<file path="src/rtl/instr_cycle_sequencer.sv">
// Instruction-cycle sequencer: steps FETCH/DECODE/READ/EXEC/MEM/WB per opcode class
// and presents the current cycle state to the CPU control matrix.
module instr_cycle_sequencer #(
  parameter int unsigned MEM_TIMEOUT = 8,
  parameter int unsigned COUNT_W     = 8
) (
  input  logic               clock,
  input  logic               state_machine_reset,
  input  logic               run,
  input  logic [3:0]         opcode,
  input  logic               mem_ready,
  output logic [2:0]         state,
  output logic [3:0]         opcode_store,
  output logic               fetch_strobe,
  output logic               halted,
  output logic               mem_timeout,
  output logic [COUNT_W-1:0] instr_count
);

  localparam int unsigned WAIT_W = 8;

  localparam logic [3:0] OP_NOP    = 4'h0;
  localparam logic [3:0] OP_LOAD   = 4'h8;
  localparam logic [3:0] OP_STORE  = 4'h9;
  localparam logic [3:0] OP_BRANCH = 4'hA;
  localparam logic [3:0] OP_HALT   = 4'hF;

  typedef enum logic [2:0] {
    S_IDLE   = 3'd0,
    S_FETCH  = 3'd1,
    S_DECODE = 3'd2,
    S_READ   = 3'd3,
    S_EXEC   = 3'd4,
    S_MEM    = 3'd5,
    S_WB     = 3'd6,
    S_HALT   = 3'd7
  } state_t;

  state_t              cur;
  state_t              nxt;
  logic [WAIT_W-1:0]   wait_q;
  logic [WAIT_W-1:0]   wait_d;
  logic [3:0]          opc_d;
  logic                fs_d;
  logic                to_d;
  logic                retire;
  logic                expired;
  logic [COUNT_W-1:0]  cnt_d;

  // Limit reached with the RAM still not ready: this cycle must give up.
  assign expired = (wait_q == WAIT_W'(MEM_TIMEOUT)) && !mem_ready;

  assign state = cur;

  always_comb begin
    nxt    = cur;
    opc_d  = opcode_store;
    fs_d   = 1'b0;
    to_d   = mem_timeout;
    retire = 1'b0;
    wait_d = wait_q;
    cnt_d  = instr_count;

    case (cur)
      S_IDLE: begin
        if (run) nxt = S_FETCH;
      end
      S_FETCH: begin
        if (mem_ready) begin
          opc_d = opcode;
          fs_d  = 1'b1;
          nxt   = S_DECODE;
        end else if (expired) begin
          nxt  = S_HALT;
          to_d = 1'b1;
        end
      end
      S_DECODE: begin
        case (opcode_store)
          OP_NOP, 4'hB, 4'hC, 4'hD, 4'hE: begin
            nxt    = S_FETCH;
            retire = 1'b1;
          end
          OP_HALT: begin
            nxt    = S_HALT;
            retire = 1'b1;
          end
          default: nxt = S_READ;
        endcase
      end
      S_READ: nxt = S_EXEC;
      S_EXEC: begin
        case (opcode_store)
          4'h1, 4'h2, 4'h3, 4'h4, 4'h5, 4'h6, 4'h7: nxt = S_WB;
          OP_LOAD, OP_STORE: nxt = S_MEM;
          OP_BRANCH: begin
            nxt    = S_FETCH;
            retire = 1'b1;
          end
          default: nxt = S_FETCH;
        endcase
      end
      S_MEM: begin
        if (mem_ready) begin
          if (opcode_store == OP_LOAD) begin
            nxt = S_WB;
          end else begin
            nxt    = S_FETCH;
            retire = 1'b1;
          end
        end else if (expired) begin
          nxt  = S_HALT;
          to_d = 1'b1;
        end
      end
      S_WB: begin
        nxt    = S_FETCH;
        retire = 1'b1;
      end
      S_HALT: nxt = S_HALT;
      default: nxt = S_IDLE;
    endcase

    // Any state change restarts the wait count; staying put while waiting advances it.
    if (nxt != cur) begin
      wait_d = '0;
    end else if (((cur == S_FETCH) || (cur == S_MEM)) && !mem_ready) begin
      wait_d = wait_q + WAIT_W'(1);
    end

    cnt_d = instr_count + COUNT_W'(retire);
  end

  always_ff @(posedge clock) begin
    if (state_machine_reset) begin
      cur          <= S_IDLE;
      wait_q       <= '0;
      opcode_store <= '0;
      fetch_strobe <= 1'b0;
      halted       <= 1'b0;
      mem_timeout  <= 1'b0;
      instr_count  <= '0;
    end else begin
      cur          <= nxt;
      wait_q       <= wait_d;
      opcode_store <= opc_d;
      fetch_strobe <= fs_d;
      halted       <= (nxt == S_HALT);
      mem_timeout  <= to_d;
      instr_count  <= cnt_d;
    end
  end

endmodule

</file>
<file path="config.mk">
export PLATFORM = sky130hd
export DESIGN_NAME = instr_cycle_sequencer
export DESIGN_NICKNAME = d
export VERILOG_FILES = /design/src/rtl/instr_cycle_sequencer.sv
export SDC_FILE = /design/constraint.sdc
export NUM_CORES = 1
export LEC_CHECK = 0
export CAP_MARGIN = 20
export CORE_MARGIN = 5
export CORE_UTILIZATION = 52
export CTS_CLUSTER_SIZE = 12
export DETAILED_ROUTE_END_ITERATION = 10
export PLACE_DENSITY = 0.9
export SLEW_MARGIN = 25
export SYNTH_ARGS = -nofsm -noshare
export SYNTH_HDL_FRONTEND = slang
export SYNTH_SLANG_ARGS = --single-unit
</file>
<file path="constraint.sdc">
create_clock -name clock -period 2.3 [get_ports clock]
set_input_delay 0.46 -clock clock [delete_from_list [all_inputs] [get_ports clock]]
set_output_delay 0.46 -clock clock [all_outputs]
set_load 0.01 [all_outputs]
</file>
==> flow_summary.ini <==
[clocking]
clk_pin_slew_worst_paths_ns = 0.15
cts_setup_buffers = 0
clockRootBuffer = clkbuf_4
clock_latency_ns = 0.32
cts_buffers = 3
htree_levels = 1
clock_sinks = 26
cts_tree = done
clockBufferDepth = 2

[detailed_routing]
vias_per_cell = 6.183
detail-route-antenna-nets = 0
drt_first_pass_iters = 4
detailroute.via_count = 1348
routed_wl_um = 3531
drc = 0
wl_per_cell_um = 16.20
dr.first_iter.drc_count = 67

[outcome]
status = finished, final reports clean

[pwr]
seq_power_share_pct = 49.5
pwr-share-comb_pct = 17.8
p_sw_share_pct = 25.94
p_per_area_nw_per_um2 = 526.7
power_leakage_uw = 0.0006769
p_sw_uw = 252.0
intPower_uw = 719.4
irDropWorstVdd_mv = 0.4176
p_clk_share_pct = 32.7
p_total_uw = 971.4

[die]
fp-row-count = 19
die_area_sq_um = 4042
core-area_sq_um = 2758
io_pins = 26
die_y_um = 63.58
die_w_um = 63.58
initial_utilization_pct = 54.13

[setup_path]
worstPathMaxFanout = 12
worstPathArrival_ns = 1.67
required_ns = 1.84
endpoint_kind = primary output
setup.worst_path.start_class = flip-flop
crit_type = flip-flop to primary output

[global_routing]
grt_pass1_wl_um = 6237
grt_overflow = 0
first_global_vias = 1342
antenna_found_initial = 0
grtUsageTotal_pct = 18.65
grt_max_degree = 17

[cells_and_area]
nNetsFinal = 200
n_antenna_cell = 0
area_growth_syn_to_layout_pct = 23.55
drive_gt1_share_pct = 12.83
stdcell_area_sq_um = 1844
fillers = 201

[sta]
worstMarginPinSlew_ns = 0.7440
fin_hold_ws_ns = 0.5320
rsz0062_at_grt = no
fmax_mhz = 469.3
drv_slew = 0
period_needed_ns = 2.131
finalSetupViolations = 0
relSlewSlack_pct = 50.40
skew_ns = 0.002335
finalHoldViolations = 0
period_share_pct = 92.64

[logic_synthesis]
syn-num-nets = 173
synth-seq-cells = 26
synth_most_common_cell = dfxtp_1
synth_area_leaders = dfxtp_1 (35%), a2111oi_1 (4.7%), nor2_1 (4.3%)
async_flop_share_pct = 0
synth.avg_cell_area_sq_um = 9.271
syn-instance-count = 161
post_synth_num_cell_types = 53
synthTopCellsByCount = dfxtp_1 (26), nor2_1 (17), nand3_1 (8)
syn_area_sq_um = 1493
synth_top_area_cell = dfxtp_1
synth_top_cell_area_share_pct = 34.87
yosys_warnings = 0
synth_flop_cell = dfxtp_1
synth.yosys.seq_area_share_pct = 34.87
synth_enable_flop_cells = 0

[flow_run]
max_cap_violations = 0

[placement]
place_congestion = 0.8204
portBuffers = 25
dpl_cell_area_sq_um = 1780
dp_hpwl_um = 2640

[hold_path]
worstHoldPathType = flip-flop to flip-flop
## cell type report
| class | count | area [sq um] | area share (%) |
|---|---|---|---|
| Timing Repair Buffer | 32 | 302.8 | 16.42 |
| Clock inverter | 1 | 30.03 | 1.628 |
| Sequential cell | 26 | 521.8 | 28.29 |
| Multi-Input combinational cell | 118 | 902.1 | 48.91 |
| Tap cell | 31 | 38.79 | 2.103 |
| Clock buffer | 3 | 22.52 | 1.221 |
| Inverter | 7 | 26.28 | 1.425 |
## critical path, cell delays in order, from the launching register on
cell,delay [ns]
dfxtp_1,0.60
buf_4,0.22
clkdlybuf4s50_1,0.53
## cell families (layout without fill, tap and decap cells)
logic type               count (synthesis)  after routing  synth area share [%]
multiplexers                             5              5                 3.353
XOR/XNOR                                13             13                 7.628
flip-flops                              26             26                 34.87
adder cells (fa/ha/maj)                  4              4                 3.353
AO/OA/AOI/OAI                           36             36                 20.87
AND/OR/NAND/NOR                         60             60                 24.56
buffers and inverters                   17             43                 5.364
## power by group through the flow
stage,Clock [uW],Sequential (uW),Combinational [uW]
after floorplan,0,483,112
after global placement,0,489,160
after detailed placement,0,490,166
after CTS,318,480,167
after global routing,346,484,187
final,317,481,173
## flip-flops by register name (all words and copies together), names as in the netlist
signal and cells:
instr_count 8, wait_q 8, opcode_store 4, state 3, fetch_strobe 1, halted 1, mem_timeout 1
## cell usage in the layout (no fill, tap or decap), types with 2 or more instances in the layout
master	n
and4b_1	2
mux2i_1	5
nor2_1	17
a221oi_1	2
xor2_1	7
clkbuf_4	3
nand3_1	8
nor2b_1	3
dfxtp_1	25
nand4_1	3
xnor2_1	6
nand2_1	6
clkdlybuf4s50_1	25
buf_4	7
a2111oi_1	7
inv_1	6
nor3_2	3
a21oi_1	6
a31oi_1	2
nor3_1	2
nand2b_1	2
a21o_1	2
ha_1	4
and3_1	4
## stage by stage
| stage | worst slack (ns) | instances | TNS [ns] | util [%] |
|---|---|---|---|---|
| floorplan | 0.1407 | 161 | 0 | - |
| global placement | 0.01772 | 214 | 0 | 64.56 |
| detailed placement | -0.1638 | 214 | -0.6869 | 64.56 |
| CTS | 0.1255 | 218 | 0 | 66.47 |
| global route | 0.03772 | 218 | 0 | 66.88 |
| finish | 0.1693 | 218 | 0 | 66.88 |
## routing by layer
layer  part of all wire (%)  vias to the layer above  GRT usage, %
li1                       -                      650             -
met1                     43                      638         23.87
met2                     50                       53         30.71
met3                    6.0                        7         4.263
met4                    1.3                        0         5.974
met5                      0                        -             0
## what timing repair did
item / CTS / global route
endpoints found under the setup margin: 0 / 10
endpoints found under the hold margin: 0 / 0
resized for setup: 0 / 2
hold buffers: 0 / 0
## final timing paths
| kind | to | from | slack (ns) | cells after the start |
|---|---|---|---|---|
| min | mem_timeout | mem_timeout | 0.53 | 2 |
| max | state[0] | state[0] | 0.17 | 2 |
| max reg2reg | instr_count[6] | opcode_store[1] | 0.20 | 9 |
| min reg2reg | mem_timeout | mem_timeout | 0.53 | 2 |
(Power assumes the default switching activity.)
